<file path="config.mk">
export PLATFORM = sky130hd
export DESIGN_NAME = uart_rx_ctrl_flat
export DESIGN_NICKNAME = d
export VERILOG_FILES = /design/src/rtl/uart_rx_ctrl_if.sv /design/src/rtl/uart_rx_ctrl.sv /design/src/flat_wrapper.sv
export SDC_FILE = /design/constraint.sdc
export NUM_CORES = 1
export LEC_CHECK = 0
export CAP_MARGIN = 20
export CORE_ASPECT_RATIO = 1.4
export CORE_MARGIN = 5
export CORE_UTILIZATION = 40
export CTS_BUF_LIST = sky130_fd_sc_hd__clkbuf_2
export CTS_CLUSTER_DIAMETER = 150
export DETAILED_ROUTE_END_ITERATION = 8
export PLACE_DENSITY = 0.69
export SLEW_MARGIN = 5
export SYNTH_ARGS = -nofsm -noshare
export SYNTH_HDL_FRONTEND = slang
export SYNTH_SLANG_ARGS = --single-unit
</file>
<file path="constraint.sdc">
create_clock -name clk_i -period 3.6 [get_ports clk_i]
set_input_delay 0.72 -clock clk_i [delete_from_list [all_inputs] [get_ports clk_i]]
set_output_delay 0.72 -clock clk_i [all_outputs]
set_load 0.01 [all_outputs]
</file>
<file path="src/rtl/uart_rx_ctrl_if.sv">
// Consumer-side bundle of the UART receiver: FIFO head/handshake, FIFO
// status and the per-frame error pulses.
//   master : driven by the receiver (data/vld/full/empty/errors out, rdy in)
//   slave  : used by the consumer (rdy out, everything else in)
interface uart_rx_ctrl_if #(
  parameter int DATA_WIDTH = 8
);
  logic [DATA_WIDTH-1:0] ur_rx_ctrl_data_o;
  logic                  ur_rx_ctrl_vld_o;
  logic                  ur_rx_ctrl_rdy_i;
  logic                  ur_rx_fifo_full_o;
  logic                  ur_rx_fifo_empty_o;
  logic                  parity_err_o;
  logic                  frame_err_o;
  logic                  overrun_o;

  modport master (
    output ur_rx_ctrl_data_o, ur_rx_ctrl_vld_o, ur_rx_fifo_full_o,
           ur_rx_fifo_empty_o, parity_err_o, frame_err_o, overrun_o,
    input  ur_rx_ctrl_rdy_i
  );

  modport slave (
    input  ur_rx_ctrl_data_o, ur_rx_ctrl_vld_o, ur_rx_fifo_full_o,
           ur_rx_fifo_empty_o, parity_err_o, frame_err_o, overrun_o,
    output ur_rx_ctrl_rdy_i
  );
endinterface

</file>
<file path="src/rtl/uart_rx_ctrl.sv">
// UART receiver with 16x oversampling and a first-word-fall-through
// receive FIFO.
//   clk_i, rst_n_i     : clock, asynchronous active-low reset
//   data_bits          : character length 5..8 (clamped)
//   parity_mode        : 0/3 none, 1 odd, 2 even
//   stop_bits          : 0/1 one stop bit, 2/3 two
//   br16_en_i          : one-cycle 16x baud tick
//   rx_i               : asynchronous serial line, idle high
//   rx_if (master)     : FIFO head data/valid/ready, full/empty,
//                        parity/frame/overrun pulses
module uart_rx_ctrl #(
  parameter int DLY        = 1,
  parameter int DATA_WIDTH = 8,
  parameter int FIFO_DEPTH = 8
) (
  input  logic           clk_i,
  input  logic           rst_n_i,
  input  logic [3:0]     data_bits,
  input  logic [1:0]     parity_mode,
  input  logic [1:0]     stop_bits,
  input  logic           br16_en_i,
  input  logic           rx_i,
  uart_rx_ctrl_if.master rx_if
);
  localparam int         AW       = $clog2(FIFO_DEPTH);
  localparam logic [3:0] MAX_BITS = (DATA_WIDTH < 8) ? 4'(DATA_WIDTH) : 4'd8;

  // Registers update with zero delay here; DLY only exists so integrations
  // that pass it keep elaborating.
  if (DLY < 0) begin : g_dly_neg
  end

  typedef enum logic [2:0] {S_IDLE, S_START, S_DATA, S_PARITY, S_STOP} state_t;

  // ---------------- synchronizer ----------------
  logic r_rx_meta, r_rx_sync;
  always_ff @(posedge clk_i or negedge rst_n_i) begin
    if (!rst_n_i) begin
      r_rx_meta <= 1'b1;
      r_rx_sync <= 1'b1;
    end else begin
      r_rx_meta <= rx_i;
      r_rx_sync <= r_rx_meta;
    end
  end

  // ---------------- receiver FSM ----------------
  state_t                r_state, w_state_n;
  logic [3:0]            r_cnt, r_bitcnt, r_nbits, w_nbits;
  logic [DATA_WIDTH-1:0] r_shift;
  logic                  r_parx, r_par_en, r_par_odd, r_two_stop, r_stop_idx;
  logic                  r_perr, r_ferr;
  logic                  w_mid, w_cnt_clr, w_cfg_ld, w_smp_data, w_smp_par, w_smp_stop, w_done;

  always_comb begin
    w_nbits = data_bits;
    if (data_bits < 4'd5)          w_nbits = 4'd5;
    else if (data_bits > MAX_BITS) w_nbits = MAX_BITS;
  end

  // The sample counter free-runs modulo 16 once a start edge is seen, so
  // count 7 stays the mid-point of every following bit.
  assign w_mid = br16_en_i && (r_cnt == 4'd7);

  always_ff @(posedge clk_i or negedge rst_n_i) begin
    if (!rst_n_i) r_state <= S_IDLE;
    else          r_state <= w_state_n;
  end

  always_comb begin
    w_state_n  = r_state;
    w_cnt_clr  = 1'b0;
    w_cfg_ld   = 1'b0;
    w_smp_data = 1'b0;
    w_smp_par  = 1'b0;
    w_smp_stop = 1'b0;
    w_done     = 1'b0;
    case (r_state)
      S_IDLE: if (br16_en_i && !r_rx_sync) begin
        w_state_n = S_START;
        w_cnt_clr = 1'b1;
      end
      S_START: if (w_mid) begin
        if (r_rx_sync) w_state_n = S_IDLE;   // start glitch, drop silently
        else begin
          w_state_n = S_DATA;
          w_cfg_ld  = 1'b1;
        end
      end
      S_DATA: if (w_mid) begin
        w_smp_data = 1'b1;
        if (r_bitcnt == r_nbits - 4'd1) w_state_n = r_par_en ? S_PARITY : S_STOP;
      end
      S_PARITY: if (w_mid) begin
        w_smp_par = 1'b1;
        w_state_n = S_STOP;
      end
      S_STOP: if (w_mid) begin
        w_smp_stop = 1'b1;
        // Leave at the last stop mid-point so a back-to-back start edge is seen.
        if (r_stop_idx == r_two_stop) begin
          w_done    = 1'b1;
          w_state_n = S_IDLE;
        end
      end
      default: w_state_n = S_IDLE;
    endcase
  end

  always_ff @(posedge clk_i or negedge rst_n_i) begin
    if (!rst_n_i) begin
      r_cnt      <= '0;
      r_bitcnt   <= '0;
      r_nbits    <= 4'd8;
      r_shift    <= '0;
      r_parx     <= 1'b0;
      r_par_en   <= 1'b0;
      r_par_odd  <= 1'b0;
      r_two_stop <= 1'b0;
      r_stop_idx <= 1'b0;
      r_perr     <= 1'b0;
      r_ferr     <= 1'b0;
    end else begin
      if (br16_en_i) r_cnt <= w_cnt_clr ? 4'd0 : r_cnt + 4'd1;
      if (w_cfg_ld) begin
        r_nbits    <= w_nbits;
        r_par_en   <= (parity_mode == 2'd1) || (parity_mode == 2'd2);
        r_par_odd  <= (parity_mode == 2'd1);
        r_two_stop <= (stop_bits >= 2'd2);
        r_bitcnt   <= '0;
        r_shift    <= '0;
        r_parx     <= 1'b0;
        r_stop_idx <= 1'b0;
        r_perr     <= 1'b0;
        r_ferr     <= 1'b0;
      end
      if (w_smp_data) begin
        for (int i = 0; i < DATA_WIDTH; i++)
          if (r_bitcnt == 4'(i)) r_shift[i] <= r_rx_sync;
        r_bitcnt <= r_bitcnt + 4'd1;
        r_parx   <= r_parx ^ r_rx_sync;
      end
      if (w_smp_par)  r_perr <= r_rx_sync != (r_parx ^ r_par_odd);
      if (w_smp_stop) begin
        if (!r_rx_sync) r_ferr <= 1'b1;
        r_stop_idx <= 1'b1;
      end
    end
  end

  // Frame error outranks parity error; only clean frames reach the FIFO.
  logic w_ferr_now, w_ferr_pls, w_perr_pls, w_push_req;
  assign w_ferr_now = r_ferr | ~r_rx_sync;
  assign w_ferr_pls = w_done & w_ferr_now;
  assign w_perr_pls = w_done & ~w_ferr_now & r_perr;
  assign w_push_req = w_done & ~w_ferr_now & ~r_perr;

  // ---------------- receive FIFO ----------------
  logic [DATA_WIDTH-1:0] r_mem [FIFO_DEPTH];
  logic [AW:0]           r_wptr, r_rptr, w_wptr_n, w_rptr_n;
  logic                  r_full, r_empty, w_pop, w_wr, w_ovr;
  logic                  r_perr_o, r_ferr_o, r_ovr_o;

  assign w_pop    = ~r_empty & rx_if.ur_rx_ctrl_rdy_i;
  // A pop in the same cycle frees the slot, so a full FIFO still accepts.
  assign w_wr     = w_push_req & (~r_full | w_pop);
  assign w_ovr    = w_push_req & r_full & ~w_pop;
  assign w_wptr_n = r_wptr + (AW+1)'(w_wr);
  assign w_rptr_n = r_rptr + (AW+1)'(w_pop);

  always_ff @(posedge clk_i or negedge rst_n_i) begin
    if (!rst_n_i) begin
      for (int i = 0; i < FIFO_DEPTH; i++) r_mem[i] <= '0;
      r_wptr   <= '0;
      r_rptr   <= '0;
      r_full   <= 1'b0;
      r_empty  <= 1'b1;
      r_perr_o <= 1'b0;
      r_ferr_o <= 1'b0;
      r_ovr_o  <= 1'b0;
    end else begin
      if (w_wr) r_mem[r_wptr[AW-1:0]] <= r_shift;
      r_wptr   <= w_wptr_n;
      r_rptr   <= w_rptr_n;
      r_empty  <= (w_wptr_n == w_rptr_n);
      r_full   <= (w_wptr_n[AW] != w_rptr_n[AW]) && (w_wptr_n[AW-1:0] == w_rptr_n[AW-1:0]);
      r_perr_o <= w_perr_pls;
      r_ferr_o <= w_ferr_pls;
      r_ovr_o  <= w_ovr;
    end
  end

  assign rx_if.ur_rx_ctrl_data_o  = r_mem[r_rptr[AW-1:0]];
  assign rx_if.ur_rx_ctrl_vld_o   = ~r_empty;
  assign rx_if.ur_rx_fifo_full_o  = r_full;
  assign rx_if.ur_rx_fifo_empty_o = r_empty;
  assign rx_if.parity_err_o       = r_perr_o;
  assign rx_if.frame_err_o        = r_ferr_o;
  assign rx_if.overrun_o          = r_ovr_o;
endmodule

</file>
<file path="src/flat_wrapper.sv">
// flat-port wrapper written by rule: the top's interface ports become plain ports
module uart_rx_ctrl_flat 
#(
  parameter int DLY        = 1,
  parameter int DATA_WIDTH = 8,
  parameter int FIFO_DEPTH = 8
)
  (clk_i, rst_n_i, data_bits, parity_mode, stop_bits, br16_en_i, rx_i, rx_if_ur_rx_ctrl_data_o, rx_if_ur_rx_ctrl_vld_o, rx_if_ur_rx_fifo_full_o, rx_if_ur_rx_fifo_empty_o, rx_if_parity_err_o, rx_if_frame_err_o, rx_if_overrun_o, rx_if_ur_rx_ctrl_rdy_i);
  uart_rx_ctrl_if #(.DATA_WIDTH(DATA_WIDTH)) rx_if_i ();
  input  logic clk_i;
  input  logic rst_n_i;
  input  logic [3:0] data_bits;
  input  logic [1:0] parity_mode;
  input  logic [1:0] stop_bits;
  input  logic br16_en_i;
  input  logic rx_i;
  output wire logic [$bits(rx_if_i.ur_rx_ctrl_data_o)-1:0] rx_if_ur_rx_ctrl_data_o;
  output wire logic [$bits(rx_if_i.ur_rx_ctrl_vld_o)-1:0] rx_if_ur_rx_ctrl_vld_o;
  output wire logic [$bits(rx_if_i.ur_rx_fifo_full_o)-1:0] rx_if_ur_rx_fifo_full_o;
  output wire logic [$bits(rx_if_i.ur_rx_fifo_empty_o)-1:0] rx_if_ur_rx_fifo_empty_o;
  output wire logic [$bits(rx_if_i.parity_err_o)-1:0] rx_if_parity_err_o;
  output wire logic [$bits(rx_if_i.frame_err_o)-1:0] rx_if_frame_err_o;
  output wire logic [$bits(rx_if_i.overrun_o)-1:0] rx_if_overrun_o;
  input wire logic [$bits(rx_if_i.ur_rx_ctrl_rdy_i)-1:0] rx_if_ur_rx_ctrl_rdy_i;
  assign rx_if_ur_rx_ctrl_data_o = rx_if_i.ur_rx_ctrl_data_o;
  assign rx_if_ur_rx_ctrl_vld_o = rx_if_i.ur_rx_ctrl_vld_o;
  assign rx_if_ur_rx_fifo_full_o = rx_if_i.ur_rx_fifo_full_o;
  assign rx_if_ur_rx_fifo_empty_o = rx_if_i.ur_rx_fifo_empty_o;
  assign rx_if_parity_err_o = rx_if_i.parity_err_o;
  assign rx_if_frame_err_o = rx_if_i.frame_err_o;
  assign rx_if_overrun_o = rx_if_i.overrun_o;
  assign rx_if_i.ur_rx_ctrl_rdy_i = rx_if_ur_rx_ctrl_rdy_i;
  uart_rx_ctrl #(.DLY(DLY), .DATA_WIDTH(DATA_WIDTH), .FIFO_DEPTH(FIFO_DEPTH)) u_core (.clk_i(clk_i), .rst_n_i(rst_n_i), .data_bits(data_bits), .parity_mode(parity_mode), .stop_bits(stop_bits), .br16_en_i(br16_en_i), .rx_i(rx_i), .rx_if(rx_if_i));
endmodule
</file>
# After elaboration in Yosys (flattened, before gate mapping)

Cells that the tools add are included.

Register bits: 109
Input bits: 13
Output and inout bits: 14

Add/sub/neg operators: 5
Magnitude comparators: 6
Equality and inequality tests: 27
Multiplexer cells: 50
Bitwise operators: 20
Reduce and logical (&&, ||, !) cells: 12

Operators by type and width:

| kind                                                   | number |
|---|---|
| bitwise mux 64 bit                                     | 1 |
| two-way mux 8 bit                                      | 5 |
| two-way mux 1 bit                                      | 27 |
| binary-select mux 8 bit (select 3 bit)                 | 1 |
| demux 8 bit (select 3 bit)                             | 1 |
| two-way mux 3 bit                                      | 8 |
| == test 4 x 3 -> 1 bit (second input constant)         | 5 |
| two-way mux 4 bit                                      | 5 |
| one-hot mux 3 bit (5 select lines)                     | 1 |
| inequality test 2 x 1 -> 1 bit (second input constant) | 7 |
| adder 4 x 1 -> 4 bit                                   | 2 |
| adder 4 x 1 -> 4 bit (second input constant)           | 2 |
| AND 1 bit                                              | 8 |
| == test 4 x 2 -> 1 bit (second input constant)         | 2 |
| == test 4 bit                                          | 2 |
| >= comparator 4 bit (second input constant)            | 2 |
| NOT 3 -> 4 bit                                         | 2 |
| AND reduction 7 bit                                    | 1 |
| == test 3 x 2 -> 1 bit (second input constant)         | 2 |
| NOT 1 bit                                              | 6 |
| nonzero test 2 bit                                     | 3 |
| == test 4 x 1 -> 1 bit (second input constant)         | 1 |
| > comparator 4 bit (second input constant)             | 1 |
| logical AND 1 bit                                      | 4 |
| other kinds (18)                                       | 21 |

# Longest topological paths before layout

Gate-level depths: netlist of the first run.

Depth in word-level cells: 10
Depth in mapped cells: 10

# Worst setup path after synthesis of the first run

Ideal clock, no wire load.

Path type: input -> register
From: in br16_en_i
To: reg u_core.r_full (netlist: u_core.rx_if.ur_rx_fifo_full_o)
Library setup time: 0.073 ns
Arrival time: 3.026 ns
Setup slack: 0.501 ns
Cell stages on the path: 10
Buffers on the path: 1
Cells stage by stage: buf_2 nand4b_2 nor4_4 and3b_2 ha_1 ha_1 xor2_1 xor2_1 or3_1 nor2b_1

Word-level cells in the longest chain between the ends: 9

Ends and longest elaborated chain:

| element                | line                | source |
|---|---|---|
| start: declaration     | flat_wrapper.sv:15  | `input logic br16_en_i;` |
| logical AND 1 bit      | uart_rx_ctrl.sv:63  | `assign w_mid = br16_en_i && (r_cnt == 4'd7);` |
| two-way mux 1 bit      | uart_rx_ctrl.sv:98  | `S_STOP: if (w_mid) begin` |
| two-way mux 1 bit      | uart_rx_ctrl.sv:78  | `case (r_state)` |
| AND 1 bit (2 in a row) | uart_rx_ctrl.sv:156 | `assign w_push_req = w_done & ~w_ferr_now & ~r_perr;` |
| AND 1 bit              | uart_rx_ctrl.sv:166 | `assign w_wr = w_push_req & (~r_full \| w_pop);` |
| adder 4 x 1 -> 4 bit   | uart_rx_ctrl.sv:168 | `assign w_wptr_n = r_wptr + (AW+1)'(w_wr);` |
| via u_core.w_wptr_n[2] | uart_rx_ctrl.sv:160 | `logic [AW:0] r_wptr, r_rptr, w_wptr_n, w_rptr_n;` |
| == test 3 bit          | uart_rx_ctrl.sv:186 | `r_full <= (w_wptr_n[AW] != w_rptr_n[AW]) && (w_wptr_n[AW-1:0] == w_rptr_n[AW-1:0]);` |
| logical AND 1 bit      | uart_rx_ctrl.sv:186 |  |
| end signal: assignment | uart_rx_ctrl.sv:186 |  |
| end: declaration       | uart_rx_ctrl.sv:161 | `logic r_full, r_empty, w_pop, w_wr, w_ovr;` |

The timed path passes the listed nets, and every way through them passes these cells.
A chain may end at the register's enable or synchronous reset.

# Worst setup path after layout of the first run

From: reg u_core.r_rptr[0]
To: out rx_if_ur_rx_ctrl_data_o[4]

Word-level cells in the longest chain between the ends: 4

Ends and longest elaborated chain:

| element                                              | line                | source |
|---|---|---|
| start: declaration                                   | uart_rx_ctrl.sv:160 |  |
| start signal: assignment                             | uart_rx_ctrl.sv:184 | `r_rptr <= w_rptr_n;` |
| NOT 3 -> 4 bit (not written as such)                 | uart_rx_ctrl.sv:193 | `assign rx_if.ur_rx_ctrl_data_o = r_mem[r_rptr[AW-1:0]];` |
| binary-select mux 8 bit (select 3 bit)               | uart_rx_ctrl.sv:193 |  |
| two-way mux 8 bit (not written as such) (2 in a row) | uart_rx_ctrl.sv:193 |  |
| end: declaration                                     | flat_wrapper.sv:17  | `output wire logic [$bits(rx_if_i.ur_rx_ctrl_data_o)-1:0] rx_if_ur_rx_ctrl_data_o;` |

No other way between the ends. The select of a mux whose other input is x is not followed.

==> results of run 1 <==
[worst register-to-register path, cell delays in order (launching register included)]
cell	delay [ns]
dfrtp_1	0.55
or3b_4	0.45
nor4_4	0.29
and3b_2	0.22
ha_1	0.17
ha_1	0.16
xor2_1	0.21
xor2_1	0.09
or3_1	0.40
nor2b_1	0.12
[layout by cell type, fill, tap and decap left out, types with 3 or more instances in the layout]
master           netlist  layout
dfrtp_1              105     105
mux2_2                76      76
nand2_1               29      29
clkdlybuf4s50_1        0      24
mux4_2                16      16
xor2_1                13      13
mux2i_1               13      13
inv_1                 11      11
nor2_1                11      11
ha_1                  11      11
nor2b_1               10      10
buf_4                  1      10
clkbuf_2               1       9
nand3_1                8       8
xnor2_1                7       7
nand4_2                4       4
o21ai_0                4       4
dfstp_2                4       4
nor3b_1                3       3
nor4_1                 3       3
inv_6                  0       3
[routing by layer]
metal	share of wire [%]	wire [um]
met1	43	4100
met4	2.0	189
met5	0	0
met2	53	5080
met3	2.6	252
[layout make-up]
| class | count | area share, % |
|---|---|---|
| Timing Repair Buffer | 36 | 5.95 |
| Clock buffer | 9 | 0.777 |
| Multi-Input combinational cell | 241 | 40.5 |
| Tap cell | 153 | 3.30 |
| Clock inverter | 7 | 1.55 |
| Sequential cell | 109 | 47.1 |
| Inverter | 12 | 0.777 |
| Antenna cell | 1 | 0.0431 |
[per-stage QoR]
stage / instances / hold slack, ns / instance area (um^2) / setup WS [ns]
after floorplan: 376 / 0.345 / 5190 / 0.501
after global placement: 550 / 0.347 / 5650 / 0.532
after detailed placement: 550 / 0.349 / 5650 / 0.444
after CTS: 567 / 0.379 / 5800 / 0.122
after global routing: 568 / 0.383 / 5800 / 0.0497
final: 568 / 0.378 / 5800 / 0.196
[kinds of logic (layout without fill, tap and decap cells)]
| family | count (synthesis) | in the layout | synth area share [%] |
|---|---|---|---|
| multiplexers | 105 | 105 | 25.9 |
| XOR/XNOR | 20 | 20 | 3.37 |
| buffers and inverters | 26 | 64 | 2.17 |
| flip-flops | 109 | 109 | 52.6 |
| AO/OA/AOI/OAI | 15 | 15 | 1.93 |
| other | 0 | 1 | 0 |
| AND/OR/NAND/NOR | 90 | 90 | 11.3 |
| adder cells (fa/ha/maj) | 11 | 11 | 2.65 |
[registers in the layout, indices dropped and copies added, names as in the netlist, 3 cells and up]
name / cells
u_core.r_bitcnt: 4
u_core.r_cnt: 4
u_core.r_mem: 64
u_core.r_nbits: 4
u_core.r_rptr: 4
u_core.r_shift: 8
u_core.r_state: 3
u_core.r_wptr: 4
[power groups by stage]
| stage | combinational [uW] | clock [uW] | sequential [uW] |
|---|---|---|---|
| floorplan | 517 | 0 | 1450 |
| global placement | 657 | 0 | 1500 |
| detailed placement | 675 | 0 | 1510 |
| CTS | 679 | 633 | 1490 |
| global route | 748 | 683 | 1510 |
| finish | 664 | 605 | 1480 |
[worst max path at each step]
stage                startpoint  slack (ns)                              to  depth (start not counted)
2_1_floorplan         br16_en_i        0.50  u_core.rx_if.ur_rx_fifo_full_o                         10
6_report       u_core.r_rptr[0]        0.20      rx_if_ur_rx_ctrl_data_o[4]                          4
4_1_cts        u_core.r_rptr[0]        0.12      rx_if_ur_rx_ctrl_data_o[4]                          4
3_5_place_dp          br16_en_i        0.44  u_core.rx_if.ur_rx_fifo_full_o                         10
3_3_place_gp          br16_en_i        0.53  u_core.rx_if.ur_rx_fifo_full_o                         10
5_1_grt        u_core.r_rptr[0]        0.05      rx_if_ur_rx_ctrl_data_o[4]                          4
==> key figures, run 1 <==
Cells and area
  – Final core utilization: between 40% and 50%
  – Reg area: 0.00273 mm^2
  – Filler instances: 1,112
  – Layout area overhead: 11.7%
  – Multi-input logic area: 0.00235 mm^2
  – Fraction of layout cells with a size suffix above 1: 33.3%
  – Fin nets: between 400 and 500

Hold path
  – Hold endpoint: u_core.r_rx_sync
  – Class of the worst hold path: reg2reg
  – Hold_sp: u_core.r_rx_meta
  – Hold Path Stages: 0

Yosys
  – Number of distinct library cells after synthesis: 47
  – Synth Warn #: 0
  – Largest area contributor in the netlist: dfrtp_1
  – Avg Inst Size Synth: around 14 um^2
  – Most instantiated cells after synthesis: dfrtp_1 (105), mux2_2 (76), nand2_1 (29)
  – Yosys top cell area share: 50.6%
  – Async SR Flop Fraction: 100%
  – Flop and latch count out of synthesis: 109
  – Top-count cell post-synth: dfrtp_1
  – Most used flip-flop cell after synthesis: dfrtp_1
  – Syn Std Cell Area: 0.00519 mm^2
  – Cells after synthesis: 376
  – Area contributors post-synth: dfrtp_1 (51%), mux2_2 (16%), mux4_2 (6.9%), ha_1 (2.7%), mux2i_1 (2.5%)
  – Post-synth EDFFs: 0
  – Sequential fraction of the synthesis area: 52.6%
  – Mapped Nets: 400

Power and ir drop
  – Clock power frac: 22.0%
  – Net Sw Frac: 33.1%
  – Flop pwr share: 53.9%
  – LEAKAGE: ~0.0028 uW
  – Power density over cell area: 475 mW/mm^2
  – Comb pwr share: 24.1%
  – Pint: between 1500 and 2000 uW
  – Maximum vdd drop: 0.000233 V
  – Final Power: 2750 uW
  – Switching power: between 900 and 1000 uW

Critical path
  – Worst EP arrival: 2.68 ns
  – Reg-to-reg startpoint: u_core.r_state[2]
  – CP peak stage delay: between 0.5 and 0.6 ns
  – Critical path fanouts, max: 16
  – Buf/Inv on CP: 2
  – Type of the worst setup path: reg2out
  – Crit start category: register
  – Delay-heaviest family, CP: multiplexers
  – R2R depth: 9
  – CP max-delay cell: mux4_2
  – CP cell instances: buf_4 -> mux4_2 -> mux2_2 -> clkdlybuf4s50_1
  – Crit. End Element: output port
  – Flop2flop setup slack: 0.90 ns
  – Reg-to-Reg End: u_core.rx_if.ur_rx_fifo_full_o
  – Critical Path RT: 2.88 ns

Global routing
  – Antenna violations before repair: 1
  – Met2 GRT Util: about a quarter
  – GR Util met3: between 2 and 3%
  – Largest net degree at the start of global routing: 46
  – GRT overflow: 0
  – Vias in the first global route: approximately 3,200
  – Global Route Usage Sum: 13.7%
  – M1 GR Usage: 15.9%
  – First-pass GRT wire length: 16,300 um
  – GR peak layer: met2

Clocking
  – CTS root buf: clkbuf_2
  – PostCTS Resize Cnt: 0
  – Clock Latency Late Sink: between 0.6 and 0.7 ns
  – Clock slew seen by the registers of the worst setup and hold paths: 0.28 ns
  – H-tree levels: 3
  – Clk sinks: 109
  – Post-CTS Setup Repair Bufs: 0
  – TritonCTS Buffers: 9
  – CTS tree: yes
  – Max Root-Sink Buffers: 2
  – Hold_buf cts: 1

Timing
  – Final Skew: roughly 0.043 ns
  – Slew @ Worst Pin: 0.646 ns
  – Max-slew violation count: 0
  – RSZ-0062 raised after global routing: false
  – Minimum clock period: 3.40 ns
  – FMAX: 294 MHz
  – Max_slew headroom: between 50% and 60%
  – Total Neg Setup Slack: 0 ns
  – Final period util: 94.5%
  – Final setup viols: 0
  – Final hold violations: 0

Die
  – Die ar.: 0.0154 mm^2
  – Ports: 27
  – CORE AREA: 0.0128 mm^2
  – Die height: approximately 140 um
  – Number of placement rows: 49
  – Chip Width: around 110 um
  – Initial Util: 40.5%

Route
  – DRC Markers: 0
  – Vias: 3,002
  – Drt via density: 5.29
  – DRT iter0 DRCs: 88
  – Routed WL per cell: 16.9 um
  – TritonRoute pass-1 iters: 4
  – WL final: 9620 um
  – Remaining antenna violation count after routing: 0

Place
  – Post-detail-place hpwl: 6750 um
  – Buffers on Ports: 25
  – Placer Congestion: 0.755

Status
  – Status: completed

Job
  – Max Cap Viol: 0
Power figures use the tool's default switching activity.
==> run 2, diff against run 1 <==
--- a/config.mk
+++ b/config.mk
@@ -13,7 +13,6 @@
 export CTS_CLUSTER_DIAMETER = 150
 export DETAILED_ROUTE_END_ITERATION = 8
 export PLACE_DENSITY = 0.69
-export SLEW_MARGIN = 5
 export SYNTH_ARGS = -nofsm -noshare
 export SYNTH_HDL_FRONTEND = slang
 export SYNTH_SLANG_ARGS = --single-unit
==> results of run 2 <==
No change in the layout: final DEF, timing and power equal those of run 1.
==> run 3, diff against run 2 <==
--- a/config.mk
+++ b/config.mk
@@ -7,7 +7,6 @@
 export LEC_CHECK = 0
 export CAP_MARGIN = 20
 export CORE_ASPECT_RATIO = 1.4
-export CORE_MARGIN = 5
 export CORE_UTILIZATION = 40
 export CTS_BUF_LIST = sky130_fd_sc_hd__clkbuf_2
 export CTS_CLUSTER_DIAMETER = 150
==> key figures, run 3 (synthesis gave the netlist of run 1 again) <==
Clocking
  – CTS tree: yes (unchanged)
  – H-tree levels: 3 (unchanged)
  – Clk sinks: 109 (unchanged)
  – Clock slew seen by the registers of the worst setup and hold paths: 0.29 ns (was 0.28 ns)
  – Clock Latency Late Sink: 0.60 ns (was 0.62 ns)
  – PostCTS Resize Cnt: 0 (unchanged)
  – CTS root buf: clkbuf_2 (unchanged)
  – Max Root-Sink Buffers: 2 (unchanged)
  – Post-CTS Setup Repair Bufs: 0 (unchanged)
  – TritonCTS Buffers: 9 (unchanged)
  – Hold_buf cts: 0 (was 1)

Cells and area
  – Reg area: 0.00273 mm^2 (unchanged)
  – Multi-input logic area: 0.00235 mm^2 (unchanged)
  – Largest Register: u_core.r_mem (unchanged)
  – Post-layout instance area: 0.00574 mm^2 (was 0.00580 mm^2)
  – Most frequent cells in the layout: dfrtp_1 (105), mux2_2 (76), nand2_1 (29), clkdlybuf4s50_1 (24), mux4_2 (16) (unchanged)
  – Filler instances: 1,150 (was 1,112)
  – Commonest non-fill, non-tap cell in the layout: dfrtp_1 (unchanged)
  – Layout area overhead: 10.5% (was 11.7%)
  – Largest registers: u_core.r_mem (64), u_core.r_shift (8) (unchanged)
  – Fraction of layout cells with a size suffix above 1: 33.3% (about the same)
  – Fin nets: 431 (was 433)
  – Non-Filler Instances: 563 (was 568)
  – Max reg flops: 64 (unchanged)

Power and ir drop
  – Pint: 1760 uW (was 1840 uW)
  – Clock power frac: 18.7% (was 22.0%)
  – Comb pwr share: 25.3% (was 24.1%)
  – Net Sw Frac: 33.6% (was 33.1%)
  – Maximum vdd drop: 0.000260 V (was 0.000233 V)
  – Power density over cell area: 461 mW/mm^2 (was 475 mW/mm^2)
  – LEAKAGE: 0.00277 uW (was 0.00280 uW)
  – Switching power: 889 uW (was 911 uW)
  – Flop pwr share: 56.0% (was 53.9%)

Place
  – Cell Area, Placed: 0.00564 mm^2 (was 0.00565 mm^2)
  – Buffers on Ports: 25 (unchanged)
  – Placed cells: 546 (was 550)
  – DP Worst Slack: 0.457 ns (was 0.444 ns)
  – Placer Congestion: 0.776 (was 0.755)
  – Post-detail-place hpwl: 6530 um (was 6750 um)

Die
  – CORE AREA: 0.0125 mm^2 (was 0.0128 mm^2)
  – Die height: 137 um (was 145 um)
  – Die ar.: 0.0134 mm^2 (was 0.0154 mm^2)
  – Number of placement rows: 48 (was 49)
  – Ports: 27 (unchanged)
  – Initial Util: 41.6% (was 40.5%)
  – Chip Width: 98.3 um (was 106 um)

Timing
  – Final hold violations: 0 (unchanged)
  – Max_slew headroom: 55.3% (was 56.5%)
  – Final Skew: 0.0361 ns (was 0.0435 ns)
  – RSZ-0062 raised after global routing: false (unchanged)
  – Final WS setup: 0.210 ns (was 0.196 ns)
  – Minimum clock period: 3.39 ns (was 3.40 ns)
  – FMAX: 295 MHz (was 294 MHz)
  – Final setup viols: 0 (unchanged)
  – Total Neg Setup Slack: 0 ns (unchanged)
  – Final period util: 94.2% (was 94.5%)
  – Slew @ Worst Pin: 0.670 ns (was 0.646 ns)
  – Max-slew violation count: 0 (unchanged)

Critical path
  – Critical path fanouts, max: 16 (unchanged)
  – Reg-to-Reg End: u_core.rx_if.ur_rx_fifo_full_o (unchanged)
  – R2R depth: 9 (unchanged)
  – Reg-to-reg startpoint: u_core.r_state[2] (unchanged)
  – Type of the worst setup path: reg2out (unchanged)
  – Critical Path RT: 2.88 ns (about the same)
  – Flop2flop setup slack: 0.97 ns (was 0.90 ns)
  – Worst EP arrival: 2.67 ns (was 2.68 ns)
  – Crit. End Element: output port (unchanged)
  – Crit start category: register (unchanged)

Route
  – DRC Markers: 0 (unchanged)
  – Remaining antenna violation count after routing: 0 (unchanged)
  – Drt via density: 5.34 (was 5.29)
  – Vias: 3,008 (was 3,002)
  – TritonRoute pass-1 iters: 4 (unchanged)
  – DRT iter0 DRCs: 83 (was 88)
  – WL final: 9420 um (was 9620 um)
  – Routed WL per cell: 16.7 um (was 16.9 um)

Global routing
  – Largest net degree at the start of global routing: 59 (was 46)
  – Vias in the first global route: 3,180 (was 3,229)
  – First-pass GRT wire length: 16,000 um (was 16,300 um)
  – Global Route Usage Sum: 15.6% (was 13.7%)
  – Antenna violations before repair: 1 (unchanged)
  – GRT overflow: 0 (unchanged)

Hold path
  – Class of the worst hold path: in2async (was reg2reg)

Job
  – Max Cap Viol: 0 (unchanged)

Status
  – Status: completed (unchanged)
-- run 3: changes by cell type in the layout (fill, tap and decap cells not counted) --
cell and change:
clkinv_8 -1, dlygate4sd3_1 -1, buf_4 -1, clkinvlp_4 +1, bufinv_16 -1, inv_6 -1
clkinv_2 +3, clkinv_4 -1
-- run 3: through the flow --
stage	hold slack (ns)	util, %	total power [uW]
final	0.0997	45.9	2640
after global routing	0.0744	45.9	2820
after CTS	0.0928	45.9	2690
after detailed placement	0.349	45.2	2190
after global placement	0.345	45.2	2160
after floorplan	0.345	-	1970
-- run 3: final cells by class --
class | count | share of cell area, %
clock inverters | 7 | 0.851
well taps | 150 | 3.27
inverters | 12 | 0.785
clock buffers | 9 | 0.785
multi-input cells | 241 | 40.9
flip-flops and latches | 109 | 47.6
diodes | 1 | 0.0436
repair buffers | 34 | 5.71
-- run 3: critical path: stages, from the launching register on --
cell and delay [ns]:
dfrtp_1 0.42, buf_4 0.34, mux4_2 0.56, mux2_2 0.27, clkdlybuf4s50_1 0.48
-- run 3: how the worst max path moves through the flow --
stage                     start                              to  slack, ns
2_1_floorplan         br16_en_i  u_core.rx_if.ur_rx_fifo_full_o       0.50
4_1_cts        u_core.r_rptr[0]      rx_if_ur_rx_ctrl_data_o[4]       0.14
5_1_grt        u_core.r_rptr[0]      rx_if_ur_rx_ctrl_data_o[1]       0.04
3_5_place_dp          br16_en_i  u_core.rx_if.ur_rx_fifo_full_o       0.46
3_3_place_gp          br16_en_i  u_core.rx_if.ur_rx_fifo_full_o       0.54
6_report       u_core.r_rptr[0]      rx_if_ur_rx_ctrl_data_o[4]       0.21
-- run 3: power by group through the flow --
stage	combinational (uW)	sequential, uW	clock (uW)
2_1_floorplan	517	1450	0
3_3_place_gp	660	1500	0
3_5_place_dp	680	1510	0
4_1_cts	682	1480	520
5_1_grt	745	1500	573
6_report	668	1480	495
-- run 3: per-layer routing --
layer  track usage (%)  vias to the layer above  routed length, um  part of all wire (%)
met2              27.2                       36               4940                    52
met1              18.6                     1535               4050                    43
li1                  -                     1421                  -                     -
met5                 0                        -                  0                     0
met3              3.42                       16                191                   2.0
met4              6.63                        0                241                   2.6
==> patch 1, RTL diff (settings of run 1) <==
`DATA_WIDTH` is set to 8 in 3 places; all go to 10.
--- a/src/rtl/uart_rx_ctrl_if.sv
+++ b/src/rtl/uart_rx_ctrl_if.sv
@@ -4,5 +4,5 @@
 //   slave  : used by the consumer (rdy out, everything else in)
 interface uart_rx_ctrl_if #(
-  parameter int DATA_WIDTH = 8
+  parameter int DATA_WIDTH = 10
 );
   logic [DATA_WIDTH-1:0] ur_rx_ctrl_data_o;
--- a/src/rtl/uart_rx_ctrl.sv
+++ b/src/rtl/uart_rx_ctrl.sv
@@ -11,5 +11,5 @@
 module uart_rx_ctrl #(
   parameter int DLY        = 1,
-  parameter int DATA_WIDTH = 8,
+  parameter int DATA_WIDTH = 10,
   parameter int FIFO_DEPTH = 8
 ) (
--- a/src/flat_wrapper.sv
+++ b/src/flat_wrapper.sv
@@ -3,5 +3,5 @@
 #(
   parameter int DLY        = 1,
-  parameter int DATA_WIDTH = 8,
+  parameter int DATA_WIDTH = 10,
   parameter int FIFO_DEPTH = 8
 )
Ports: changed (resized rx_if_ur_rx_ctrl_data_o); port bits go from 27 to 29. The function was not compared with the original's and may differ.
==> patch 1 against run 1 <==
  * Synthesized cell count is 15% higher
  * Non-clock buffer count is 4 higher
  * Clock skew is 0.027 ns lower
  * Worst setup slack better by 0.022 ns
  * Routed wire length is 21% higher
  * Clock power is 41% higher
  * Total power is 20% higher
  * Die area is 12% higher
  * Synthesized area is 13% higher
  * Final area is 14% higher
  * First-iteration DRC count grew to 2.7 times the old value
  * Sequential cell count is 18 higher
  * Hold slack worse by 0.20 ns
  * Critical path type unchanged
==> patch 1: results <==
set metrics [dict create \
    path_clk_slew_ns 0.17 \
    synth_cell_types 49 \
    whs_ns 0.1817 \
    dominant_cells "registers" \
    wl_per_cell_um 17.30 \
    dp_hpwl_um 7666 \
    multiInputGateArea_um2 2549 \
    crit_path_max_fanout 20 \
    viasPerCell 5.307 \
    reg2reg_slack_ns 0.78 \
    firstDrtPassIters 5 \
    hold_class "primary input to asynchronous set/reset pin" \
    synth_commonest_cells "dfrtp_1 (123), mux2_2 (94), nand2_1 (27)" \
    clkCellAreaFrac_pct 3.362 \
    numCtsBuffers 17 \
    grt_max_degree 72 \
    inv_count 13 \
    vdd_ir_drop_max_mv 0.3579 \
    final.fill_count 1303 \
    syn_to_final_growth_pct 12.76 \
    buffers_excl_clock 40 \
    netlist_instances 431 \
    dpl_cell_area_um2 6395 \
    sh_seq_area_pct 48.05 \
    ys_seq_area_share_pct 54.19 \
    drt-total-wl_um 11630 \
    port_buffers 27 \
    grt_util_met3_pct 3.837 \
    rr_startpoint "u_core.r_rx_sync$_DFF_PN1_" \
    multi_input_gates 271 \
    worst_pin_slew_ns 0.9025 \
    drive_gt1_share_pct 35.27 \
    dp_worst_setup_slack_ns 0.2614 \
    num-nets-final 494 \
    ctsResizeCount 0 \
    p_leak_nw 3.147 \
    ys_top_cells_by_area "dfrtp_1 (52%), mux2_2 (18%), mux4_2 (7.7%)" \
    gp_congestion 0.7776 \
    top_regs "u_core.r_mem x80, u_core.r_shift x10" \
    seq_cell_count 127 \
    timing.rr.end "u_core.r_mem[66]$_DFFE_PN0P_" \
    first_iter_violations 241 \
    cp.arrival_ns 2.66 \
    globalRouteTotalUtil_pct 14.25 \
    grt_pass1_wl_um 19420 \
    grt_pass1_vias 3804 \
    use_met2_pct 25.49 \
    place_inst 640 \
    hold_buffers 0 \
    htree_levels 4 \
    fin_worst_skew_ns 0.01627 \
    clkbuf_count 20 \
    status "completed" \
    buffer_area_share_pct 5.761 \
    dieArea_um2 17240 \
    die_w_um 112.4 \
]
patch 1: cell count changes after synthesis, sizes merged, moves of 5 or more:
| cell | delta |
|---|---|
| mux2 | +19 |
| nor2b | -6 |
| mux2i | -12 |
| a21oi | +9 |
| nand4 | -6 |
| dfrtp | +18 |
| nor2 | +5 |
| a31o | +8 |
patch 1: cell families after synthesis:
logic type | count (synthesis) | share of synthesized area [%]
fa+ha+maj | 11 | 2.343
compound gates | 41 | 4.750
simple gates | 85 | 7.561
mux | 116 | 26.05
xor+xnor | 18 | 2.684
flops | 127 | 54.19
buf+inv | 33 | 2.428
patch 1: where the power goes:
group	leakage, nW	total, mW	internal [mW]	switching [mW]
sequential	1.73	1.71	1.55	0.156
clock	0.143	0.851	0.376	0.474
combinational	1.27	0.752	0.360	0.392
patch 1: metal layers:
metal	vias to the layer above	part of all wire (%)
met5	-	0
met1	1856	41
met4	0	1.4
met3	14	3.0
met2	53	54
li1	1643	-
patch 1: worst max path at each step:
stage,depth (start not counted),to,slack [ns],startpoint
after CTS,4,rx_if_ur_rx_ctrl_data_o[8],0.006,u_core.r_rptr[0]$_DFF_PN0_
after detailed placement,11,u_core.rx_if.ur_rx_fifo_full_o$_DFF_PN0_,0.26,br16_en_i
final,4,rx_if_ur_rx_ctrl_data_o[7],0.22,u_core.r_rptr[0]$_DFF_PN0_
after floorplan,11,u_core.rx_if.ur_rx_fifo_full_o$_DFF_PN0_,0.86,br16_en_i
after global placement,6,u_core.r_mem[66]$_DFFE_PN0P_,0.34,br16_en_i
after global routing,4,rx_if_ur_rx_ctrl_data_o[6],0.03,u_core.r_rptr[0]$_DFF_PN0_
==> patch 2, RTL diff (flow settings as in run 1) <==
Without the edit above. Encoding of `state_t`: now one-hot (5 bits for 5 states).
--- a/src/rtl/uart_rx_ctrl.sv
+++ b/src/rtl/uart_rx_ctrl.sv
@@ -31,5 +31,5 @@
   end
 
-  typedef enum logic [2:0] {S_IDLE, S_START, S_DATA, S_PARITY, S_STOP} state_t;
+  typedef enum logic [4:0] {S_IDLE = 5'b00001, S_START = 5'b00010, S_DATA = 5'b00100, S_PARITY = 5'b01000, S_STOP = 5'b10000} state_t;
 
   // ---------------- synchronizer ----------------
Behaviour: no difference found for any inputs over 10 cycles, from zero or initial values and one cycle with rst_n_i low; not proved beyond that.
==> patch 2 against run 1 <==
  * Worst setup slack improved by 0.045 ns
  * Final area increased by 5.0%
  * Routed wire length increased by 7.8%
  * Synthesized cell count increased by 8.0%
  * Hold slack got worse by 0.32 ns
  * Sequential cell count increased by 2
  * First-iteration DRC count increased by 51%
  * Sequential share of layout area decreased by 1.4 points
  * Synthesized area increased by 6.4%
  * Total power decreased by 4.5%
  * Die area increased by 5.8%
==> patch 2: results <==
set metrics [dict create \
    status "completed" \
    path_clk_slew_ns 0.34 \
    ys_seq_area_share_pct 50.41 \
    netlist_instances 406 \
    yosysWarnings 0 \
    grt_pass1_wl_um 17660 \
    cts_root_buffer "clkbuf_2" \
    first_iter_violations 133 \
    numCtsBuffers 9 \
    dp_hpwl_um 7318 \
    max_slew_margin_pct 47.65 \
    m1WireLength_um 4550 \
    p_leak_nw 2.934 \
    crit_family "multiplexers" \
    synth_commonest_cells "dfrtp_1 (106), mux2_2 (57), nand2_1 (31)" \
    clock_latency_ns 0.61 \
    gp_congestion 0.8443 \
    dpl_cell_area_um2 5962 \
    firstDrtPassIters 4 \
    crit_path_max_fanout 16 \
    cp.arrival_ns 2.64 \
    synth_cell_types 47 \
    vdd_ir_drop_max_mv 0.2742 \
    rr_startpoint "u_core.r_cnt[0]$_DFFE_PN0P_" \
    drt-total-wl_um 10370 \
    num-nets-final 456 \
    antenna_found_initial 1 \
    fin_cells 620 \
    place_inst 603 \
    ys_top_cells_by_area "dfrtp_1 (48%), mux2_2 (12%), mux4_2 (6.5%)" \
    globalRouteTotalUtil_pct 14.02 \
    drive_gt1_share_pct 30.43 \
    viasPerCell 5.197 \
    hold_class "primary input to asynchronous set/reset pin" \
    grt_max_degree 48 \
    synthesis.nets 430 \
    route.met2.wl_um 5473 \
    dr_wl_met3_um 207 \
    top_regs "u_core.r_mem x64, u_core.r_shift x8, u_core.r_state x5" \
    cts_setup_buffers 0 \
    dp_worst_setup_slack_ns 0.4448 \
    async_reset_ff_share_pct 100.0 \
    grt_pass1_vias 3441 \
    fin_worst_skew_ns 0.03103 \
]
==> patch 2: final timing paths <==
path	slack, ns	to	cells past startpoint
setup / recovery	0.24	rx_if_ur_rx_ctrl_data_o[3]	4
hold / removal	0.06	u_core.r_mem[60]$_DFFE_PN0P_	1
setup reg to reg	1.02	u_core.rx_if.ur_rx_fifo_full_o$_DFF_PN0_	10
hold reg to reg	0.38	u_core.r_rx_sync$_DFF_PN1_	0
max in group asynchronous	2.66	u_core.rx_if.ur_rx_fifo_empty_o$_DFF_PN1_	2
min in group clk_i	0.38	u_core.r_rx_sync$_DFF_PN1_	0
==> patch 2: final cells by class <==
type                       instances  area, µm²
clock inverter                     7      73.82
clock buffer                       9      45.04
inverter                          12      45.04
sequential                       111       2784
antenna                            1      2.502
timing repair buffer              33      311.5
tap                              182      227.7
fill                            1226       7363
multi-input combinational        265       2597
==> patch 2: kinds of logic after synthesis <==
family,count (synthesis),synth area share (%)
AOI/OAI and AO/OA,24,2.855
xor gates and xnor gates,19,3.285
adders and majority gates,11,2.492
buffers and inverters,30,2.560
DFF,111,50.41
muxes,102,24.85
and+or+nand+nor,109,13.55
==> patch 2: report_power, final <==
group / switching (mW) / total, mW / internal [mW]
combinational: 0.318 / 0.600 / 0.282
sequential: 0.113 / 1.45 / 1.34
clock: 0.460 / 0.579 / 0.120
total: 0.891 / 2.63 / 1.74
==> patch 2: timing repair <==
action / in CTS / in global routing
endpoints found under the setup margin: 0 / 2
gates resized for setup: 0 / 1
hold buffers: 0 / 0
==> patch 2: metal layers <==
| layer | global-route usage [%] | up-vias |
|---|---|---|
| met3 | 2.599 | 9 |
| met1 | 17.71 | 1652 |
| met4 | 4.304 | 0 |
| li1 | - | 1527 |
| met5 | 0 | - |
| met2 | 24.23 | 34 |
